### src/rtl/otter_intr_timer.sv
// Machine timer (64-bit prescaled mtime/mtimecmp) and edge-latched external IRQ
// aggregator on the OTTER I/O bus; one-cycle registered read path.
module otter_intr_timer #(
    parameter logic [31:0] BASE_ADDR = 32'h1100_0100,
    parameter int unsigned N_EXT     = 8
) (
    input  logic             CLK,
    input  logic             RST_N,
    input  logic [31:0]      IOBUS_ADDR,
    input  logic [31:0]      IOBUS_OUT,
    input  logic             IOBUS_WR,
    input  logic [N_EXT-1:0] EXT_IRQ,
    output logic [31:0]      RD_DATA,
    output logic             RD_HIT,
    output logic             timer_int,
    output logic             m_ext_int
);

    localparam int unsigned PW = 16;

    localparam logic [2:0] REG_MTIME_LO = 3'd0;
    localparam logic [2:0] REG_MTIME_HI = 3'd1;
    localparam logic [2:0] REG_MTCMP_LO = 3'd2;
    localparam logic [2:0] REG_MTCMP_HI = 3'd3;
    localparam logic [2:0] REG_PENDING  = 3'd4;
    localparam logic [2:0] REG_ENABLE   = 3'd5;
    localparam logic [2:0] REG_PRESCALE = 3'd6;

    logic [63:0]      mtime;
    logic [63:0]      mtimecmp;
    logic [PW-1:0]    prescale;
    logic [PW-1:0]    presc_cnt;
    logic [N_EXT-1:0] pending;
    logic [N_EXT-1:0] enable;
    logic [N_EXT-1:0] irq_meta;
    logic [N_EXT-1:0] irq_sync;
    logic [N_EXT-1:0] irq_prev;

    logic             hit;
    logic [2:0]       reg_sel;
    logic             wr_en;
    logic             tick;
    logic [N_EXT-1:0] irq_rise;
    logic [N_EXT-1:0] w1c_mask;
    logic [31:0]      rd_mux;
    logic             unused_addr_bits;

    assign hit              = (IOBUS_ADDR[31:5] == BASE_ADDR[31:5]);
    assign reg_sel          = IOBUS_ADDR[4:2];
    assign wr_en            = IOBUS_WR & hit;
    assign tick             = (presc_cnt == prescale);
    assign irq_rise         = irq_sync & ~irq_prev;
    assign w1c_mask         = (wr_en && reg_sel == REG_PENDING) ? IOBUS_OUT[N_EXT-1:0] : '0;
    assign unused_addr_bits = ^IOBUS_ADDR[1:0];

    // Read mux; unimplemented bits and the reserved slot read zero
    always_comb begin
        rd_mux = '0;
        case (reg_sel)
            REG_MTIME_LO: rd_mux = mtime[31:0];
            REG_MTIME_HI: rd_mux = mtime[63:32];
            REG_MTCMP_LO: rd_mux = mtimecmp[31:0];
            REG_MTCMP_HI: rd_mux = mtimecmp[63:32];
            REG_PENDING:  rd_mux = 32'(pending);
            REG_ENABLE:   rd_mux = 32'(enable);
            REG_PRESCALE: rd_mux = 32'(prescale);
            default:      rd_mux = '0;
        endcase
    end

    // Prescaler and mtime; a software write to either mtime half suppresses that cycle's tick
    always_ff @(posedge CLK or negedge RST_N) begin
        if (!RST_N) begin
            prescale  <= '0;
            presc_cnt <= '0;
            mtime     <= '0;
            mtimecmp  <= '1;
        end else begin
            if (wr_en && reg_sel == REG_PRESCALE) begin
                prescale  <= IOBUS_OUT[PW-1:0];
                presc_cnt <= '0;
            end else if (tick) begin
                presc_cnt <= '0;
            end else begin
                presc_cnt <= presc_cnt + PW'(1);
            end

            if (wr_en && reg_sel == REG_MTIME_LO) begin
                mtime <= {mtime[63:32], IOBUS_OUT};
            end else if (wr_en && reg_sel == REG_MTIME_HI) begin
                mtime <= {IOBUS_OUT, mtime[31:0]};
            end else if (tick) begin
                mtime <= mtime + 64'd1;
            end

            if (wr_en && reg_sel == REG_MTCMP_LO) mtimecmp[31:0]  <= IOBUS_OUT;
            if (wr_en && reg_sel == REG_MTCMP_HI) mtimecmp[63:32] <= IOBUS_OUT;
        end
    end

    // IRQ synchronizer, edge detect and pending/enable; a set edge beats a same-cycle W1C
    always_ff @(posedge CLK or negedge RST_N) begin
        if (!RST_N) begin
            irq_meta <= '0;
            irq_sync <= '0;
            irq_prev <= '0;
            pending  <= '0;
            enable   <= '0;
        end else begin
            irq_meta <= EXT_IRQ;
            irq_sync <= irq_meta;
            irq_prev <= irq_sync;
            pending  <= (pending & ~w1c_mask) | irq_rise;
            if (wr_en && reg_sel == REG_ENABLE) enable <= IOBUS_OUT[N_EXT-1:0];
        end
    end

    // Registered outputs
    always_ff @(posedge CLK or negedge RST_N) begin
        if (!RST_N) begin
            RD_DATA   <= '0;
            RD_HIT    <= 1'b0;
            timer_int <= 1'b0;
            m_ext_int <= 1'b0;
        end else begin
            RD_DATA   <= hit ? rd_mux : '0;
            RD_HIT    <= hit;
            timer_int <= (mtime >= mtimecmp);
            m_ext_int <= |(pending & enable);
        end
    end

endmodule

### config.mk
export PLATFORM = sky130hd
export DESIGN_NAME = otter_intr_timer
export DESIGN_NICKNAME = d
export VERILOG_FILES = /design/src/rtl/otter_intr_timer.sv
export SDC_FILE = /design/constraint.sdc
export NUM_CORES = 1
export LEC_CHECK = 0
export ABC_CLOCK_PERIOD_IN_PS = 2100
export CAP_MARGIN = 20
export CORE_UTILIZATION = 38
export CTS_BUF_LIST = sky130_fd_sc_hd__clkbuf_8
export DETAILED_ROUTE_END_ITERATION = 10
export GPL_ROUTABILITY_DRIVEN = 0
export PLACE_DENSITY = 0.56
export SYNTH_ARGS = -nofsm -noshare
export SYNTH_HDL_FRONTEND = slang
export SYNTH_SLANG_ARGS = --single-unit
### constraint.sdc
create_clock -name CLK -period 2.1 [get_ports CLK]
set_input_delay 0.315 -clock CLK [delete_from_list [all_inputs] [get_ports CLK]]
set_output_delay 0.315 -clock CLK [all_outputs]
set_load 0.05 [all_outputs]
==> metrics.log <==
[metrics] number of maximum-capacitance constraint violations: 0
[metrics] most frequent standard cell in the layout excluding fill and tap cells: buf_4
[metrics] delay of the slowest cell on the worst path: 0.53 ns
[metrics] placeable core area: 0.0334 sq mm
[metrics] first-pass GRT wire length: 70.4 mm
[metrics] class of the most critical setup path: register to register
[metrics] clock tree from TritonCTS: yes
[metrics] post-layout min period: 2.47 ns
[metrics] mean routed wirelength per cell: 19.7 microns
[metrics] largest net degree at the start of global routing: 69
[metrics] headroom to the max-slew limit: 0.610
[metrics] number of global-route vias before repair: 12600
[metrics] maximum buffer depth of the clock tree: 3
[metrics] via count of the routed design: 12200
[metrics] cell type of the slowest stage on the worst timing path: dfstp_2
[metrics] initial drt markers: 852
[metrics] root buffer cell: clkbuf_8
[metrics] FFs w/ async S/R, synth: 1.00
[metrics] H-tree depth: 2
[metrics] number of antenna violations at the first check in global routing: 0
[metrics] final count of negative-setup-slack endpoints: 63
[metrics] Slew @ Worst Pin: 0.579 ns
[metrics] net count after synthesis: 1495
[metrics] leading area contributor after synthesis: dfrtp_1
[metrics] Initial Utilization: 0.386
[metrics] Register-to-Register Path Depth: 9
[metrics] warnings from Yosys: 0
[metrics] fraction of post-synthesis cell area in the top cell type by area: 0.331
[metrics] row count: 67
[metrics] arrival time at the worst endpoint: 2.93 ns
[metrics] layout cell share with drive strength beyond 1: 0.366
[metrics] die outline width: 186 microns
[metrics] cts bufs inserted: 45
[metrics] drt via density: 5.39
[metrics] worst-skew pair later-pin latency: 0.59 ns
[metrics] final worst-path cycle share: 1.18
[metrics] port bufs: 107
[metrics] status: finished, violations left
[metrics] router iterations before antenna repair: 5
[metrics] source of the worst register-to-register timing path: mtimecmp[22]
[metrics] sequence of cells on the critical path: inv_1 > ha_1 > nand4_1 > a21oi_1 > o31a_1 > a2111oi_2 > o31ai_1 > buf_4 > a31o_2
[metrics] peak supply drop: 0.413 mV
[metrics] minimum setup slack after placement: -0.588 ns
[metrics] signed area change from the synthesized netlist to the final layout: 48.1%
[metrics] class of the tightest hold or removal check: input pin to register
[metrics] dominant register cell in the synthesized netlist: dfrtp_1
[metrics] Die Footprint: 0.0347 sq mm
[metrics] final clock skew: 0.0382 ns
[metrics] count of state elements after synthesis: 235
[metrics] Critical Path Fanout Max: 3
[metrics] capturing point of the worst reg2reg path: timer_int
[metrics] type of origin of the critical path: register
[metrics] required time of the critical path: 2.56 ns
[metrics] most frequent cells in the layout: 286 x buf_4, 165 x nand2_1, 164 x dfrtp_1, 104 x clkdlybuf4s50_1, 96 x inv_1
[metrics] Final WS setup: -0.375 ns
[metrics] Post-Synthesis Cells: 1354
[metrics] critical hold path startpoint: EXT_IRQ[3]
[metrics] die span in y: 186 microns
[metrics] total routed wirelength: 44.9 mm
[metrics] RSZ-0062 raised after global routing: true
[metrics] placed wire-length estimate after detailed placement: 32.6 mm
[metrics] number of clock sinks: 235
[metrics] Max Slew Vio Count: 0
[metrics] Final Hold Viols: 0
[metrics] sort of element at the end of the critical path: register
[metrics] worst hold-check slack: 0.168 ns
[metrics] number of inserted diodes: 0
[metrics] r2r setup slk: -0.37 ns
[metrics] number of cells on the worst hold path: 1
[metrics] clock-pin slew on the worst setup and hold paths: 0.06 ns
[metrics] Final #Nets: 1931
[metrics] ANT nets after route: 0
[metrics] drc violations: 0
[metrics] count of boundary I/O pins: 110
[metrics] Distinct cells, synth: 67
[metrics] static leakage power: 8.94 nW
[metrics] leading cell types by total area after synthesis: dfrtp_1 33%, dfstp_2 13%, ha_1 6.4%, nand2_1 5.0%, o21ai_0 4.8%
[metrics] Pwr per Cell Area: 520 mW/mm^2
[metrics] violated checks: negative setup slack
[metrics] final standard cell utilization of the core: 0.572
[metrics] part of the Yosys area used for sequential elements: 0.462
[metrics] achievable frequency: 0.404 GHz
[metrics] accumulated negative setup slack: -10.46 ns
[metrics] Avg Synthesized Cell Area: 9.54 sq um
[metrics] total routing usage reported by global routing: 0.258
[metrics] total congestion overflow: 0
[metrics] Syn Std Cell Area: 0.0129 sq mm
[metrics] EDFF count, synth: 0
[metrics] hold endpoint: irq_meta[3]
==> critical path: cells and delay by family (launching register included) <==
kind	cells	cell delay [ns]
DFF	1	0.53
and+or+nand+nor	1	0.15
adders and majority gates	1	0.31
buffers and inverters	2	0.21
AOI/OAI and AO/OA	5	1.15
==> per-stage QoR <==
stage	power (W)	std cells	cell area, sq um
final	0.00995	2274	19100
after global routing	0.0103	2274	19100
after CTS	0.0100	2262	18700
after detailed placement	0.00521	2128	16700
after global placement	0.00521	2128	16700
after floorplan	0.00480	1354	13000
==> power by group <==
part / internal, W / switching (W)
combinational: 0.000249 / 0.000320
sequential: 0.00456 / 0.00000986
clock: 0.00275 / 0.00205
total: 0.00757 / 0.00238
==> cells in the mapped netlist (5+ instances only) <==
cell,count
a21o_1,8
buf_2,10
mux2i_1,8
nor3_1,33
o22ai_1,7
and4_1,11
nor2b_1,15
or3_1,10
a31oi_1,7
nand2_1,171
o21ai_0,123
clkbuf_1,50
and2_1,5
a21oi_1,69
dfrtp_1,171
nand3_1,51
xnor2_1,29
mux4_2,10
a22o_1,8
mux2_2,30
a22oi_1,54
dfstp_2,64
a211oi_1,6
o211ai_1,6
and3_1,20
nor4_1,16
xor2_1,36
nand4_1,41
nor2_1,77
ha_1,66
inv_1,80
==> state kept, by name, indices dropped and copies added (netlist names) <==
name and count:
irq_meta 8, enable 8, RD_DATA 32, timer_int 1, presc_cnt 16, RD_HIT 1
irq_sync 8, irq_prev 8, mtime 64, mtimecmp 64, pending 8, prescale 16
m_ext_int 1
==> kinds of logic (layout without fill, tap and decap cells) <==
kind of cell / count (synthesis) / after routing / synth area share
simple gates: 482 / 482 / 0.190
mux: 48 / 48 / 0.0498
fa+ha+maj: 66 / 66 / 0.0639
xor+xnor: 65 / 65 / 0.0441
flops: 235 / 235 / 0.462
buf+inv: 146 / 618 / 0.0440
compound gates: 312 / 312 / 0.146
==> repair_timing <==
action / 4_1_cts / 5_1_grt
pin swaps: 78 / 67
endpoints found under the hold margin: 48 / 0
hold buffers: 1 / 0
cloned: 0 / 0
endpoints found under the setup margin: 65 / 142
setup buffers: 52 / 19
gates resized for setup: 183 / 74
==> per-layer routing <==
layer / vias up / global-route usage / wire length, microns / share of wire
li1: 5741 / - / - / -
met1: 5965 / 0.354 / 19900 / 0.44
met2: 451 / 0.410 / 20700 / 0.46
met3: 91 / 0.0451 / 2980 / 0.066
met4: 0 / 0.0931 / 1290 / 0.029
met5: - / 0 / 0 / 0
==> worst max path at each step <==
stage                              start        end  slack [ns]  depth (start not counted)
after CTS                   mtimecmp[25]  timer_int       -0.34                         11
after global placement    IOBUS_ADDR[20]  mtime[40]       -0.62                          9
after floorplan                mtime[29]  mtime[51]        -0.1                          7
final                       mtimecmp[22]  timer_int       -0.37                          9
after global routing        mtimecmp[25]  timer_int       -0.50                         11
after detailed placement  IOBUS_ADDR[20]  mtime[40]       -0.59                          9
==> layout make-up <==
type	count	area (sq um)
fill	2859	14300
timing repair buffer	455	4060
inverter	80	300
clock buffer	59	812
tap	448	561
clock inverter	24	153
sequential	235	5970
multi-input combinational	973	7270
(Power assumes the default switching activity.)
==> variant (config.mk and constraints unchanged) <==
`RD_DATA` no longer has a reset.
--- a/src/rtl/otter_intr_timer.sv
+++ b/src/rtl/otter_intr_timer.sv
@@ -118,17 +118,19 @@
     // Registered outputs
     always_ff @(posedge CLK or negedge RST_N) begin
         if (!RST_N) begin
-            RD_DATA   <= '0;
             RD_HIT    <= 1'b0;
             timer_int <= 1'b0;
             m_ext_int <= 1'b0;
         end else begin
-            RD_DATA   <= hit ? rd_mux : '0;
             RD_HIT    <= hit;
             timer_int <= (mtime >= mtimecmp);
             m_ext_int <= |(pending & enable);
         end
     end
 
+    always_ff @(posedge CLK) begin
+        RD_DATA <= hit ? rd_mux : '0;
+    end
+
 endmodule
 
Check against the original RTL: not equivalent (a bounded check fails within 4 cycles, from zero or initial values and one cycle with RST_N low).
==> variant against the original RTL <==
The flow still finishes with violations (setup timing). Wire length is 8.2% lower. Critical path depth stayed put. Final area is 6.0% lower. Die area is 1.4% lower. Global-route usage is 1.2 points lower. Synthesized area is 1.5% lower. Power is 0.34% higher. Sequential cell count stayed put. Setup slack better by 57 ps. Critical path type unchanged. Largest power group unchanged.
==> variant: results (changes against the original RTL) <==
{| class="wikitable"
! Metric !! Value
|-
| Cell class contributing the biggest share of worst-path delay || simple AND/OR/NAND/NOR gates
|-
| Leading cell types by count after synthesis || 143 x sky130_fd_sc_hd__nand2_1, 139 x sky130_fd_sc_hd__dfrtp_1, 110 x sky130_fd_sc_hd__nor2_1
|-
| Async S/R FF share, synth || 86.4% (-14 points)
|-
| Fillcell total || 2965 (+3.7%)
|-
| Vias in the first global route || 11.5k (-8.5%)
|-
| Fraction of final layout cells sized beyond drive strength 1 || 33.8% (-2.9 points)
|-
| Synth top area cells || sky130_fd_sc_hd__dfrtp_1 27%, sky130_fd_sc_hd__dfstp_2 13%, sky130_fd_sc_hd__ha_1 6.5%
|-
| Share of cell area taken by muxes after synthesis || 8.68% (+3.7 points)
|-
| Aggregate negative setup slack || -9090 ps (+1370 ps)
|-
| Sequential area share after synthesis || 45.6% (-0.58 points)
|-
| Half-perimeter wire length after placement || 30.2 mm (-7.4%)
|-
| Number of nets in the final layout || 1832 (-5.1%)
|-
| Worst setup slack after layout || -318 ps (+56.6 ps)
|-
| Logic power comb || 0.539 mW (-5.4%)
|-
| Worst-path fanout max || 5 (+2)
|-
| Xor and xnor area share after synthesis || 4.68% (+0.27 points)
|-
| Area fraction in compound gates after synthesis || 13.2% (-1.4 points)
|-
| Violations in the final reports || setup timing
|-
| Run status || finished, violations left
|-
| Instance area at placement || 16300 um2 (-2.8%)
|-
| Distinct cells, synth || 60 (-10%)
|-
| Fraction of power consumed by sequential logic || 45.7% (-0.3 points)
|-
| Level count of the clock H-tree || 2 (unchanged)
|-
| Total power per unit cell area || 555 nW/um2 (+6.7%)
|-
| First-pass GRT wire length || 64.6 mm (-8.1%)
|-
| Critical path's largest stage delay || 550 ps (+20 ps)
|-
| Inst Count DP || 2060 (-3.2%)
|-
| Worst-Skew Late Latency || 560 ps (-30 ps)
|-
| Net switching power figure || 2.34 mW (-1.5%)
|-
| Routed wire per std cell || 19.0 um (-3.6%)
|-
| Dpl ws || -705 ps (-117 ps)
|-
| Arrival time reported for the critical path endpoint || 2900 ps (-30 ps)
|-
| Largest net degree at the start of global routing || 56 (-19%)
|-
| Cell type of the slowest stage on the worst timing path || sky130_fd_sc_hd__or4_4
|-
| Detail-routed via count per cell || 5.30 (-1.6%)
|-
| Average instance area after synthesis || 9.69 um2 (+1.6%)
|-
| Fraction of the mapped netlist area in adder cells || 6.49% (+0.094 points)
|-
| DRT iter0 DRCs || 803 (-5.8%)
|-
| Pleak || 8.13 nW (-9.0%)
|-
| Buffers inserted by post-CTS timing repair || 18 (-65%)
|-
| Count of final setup violators || 63 (unchanged)
|-
| Synthesized net count || 1454 (-2.7%)
|-
| Global router's overall resource usage || 24.7% (-1.2 points)
|-
| Fin Clk Skew || 23.4 ps (-14.8 ps)
|-
| Transition time of the tightest slew-check pin || 777 ps (+198 ps)
|-
| Number of gates resized after cts || 93 (-49%)
|-
| Count of input and output buffers || 107 (unchanged)
|}
variant: cell type report:
class / instances / area [um2] / area share [%]
Multi-Input combinational cell: 932 / 6850 / 38.1
Sequential cell: 235 / 5800 / 32.3
Timing Repair Buffer: 396 / 3500 / 19.4
Clock buffer: 55 / 757 / 4.21
Tap cell: 442 / 553 / 3.08
Inverter: 84 / 315 / 1.75
Clock inverter: 22 / 206 / 1.15
variant: layer usage:
layer | wire, um | global-route usage [%] | part of all wire, %
met1 | 18800 | 33.8 | 46
met2 | 19400 | 40.0 | 47
met3 | 2150 | 3.91 | 5.2
met4 | 909 | 7.27 | 2.2
met5 | 0 | 0 | 0
variant: worst paths after layout:
check	start	to	depth (start not counted)
max reg2reg	presc_cnt[6]	mtime[46]	9
min in group asynchronous	RST_N	mtime[61]	2
max	presc_cnt[6]	mtime[46]	9
min	EXT_IRQ[0]	irq_meta[0]	1
min reg2reg	irq_meta[4]	irq_sync[4]	0
max in group asynchronous	RST_N	mtimecmp[3]	3
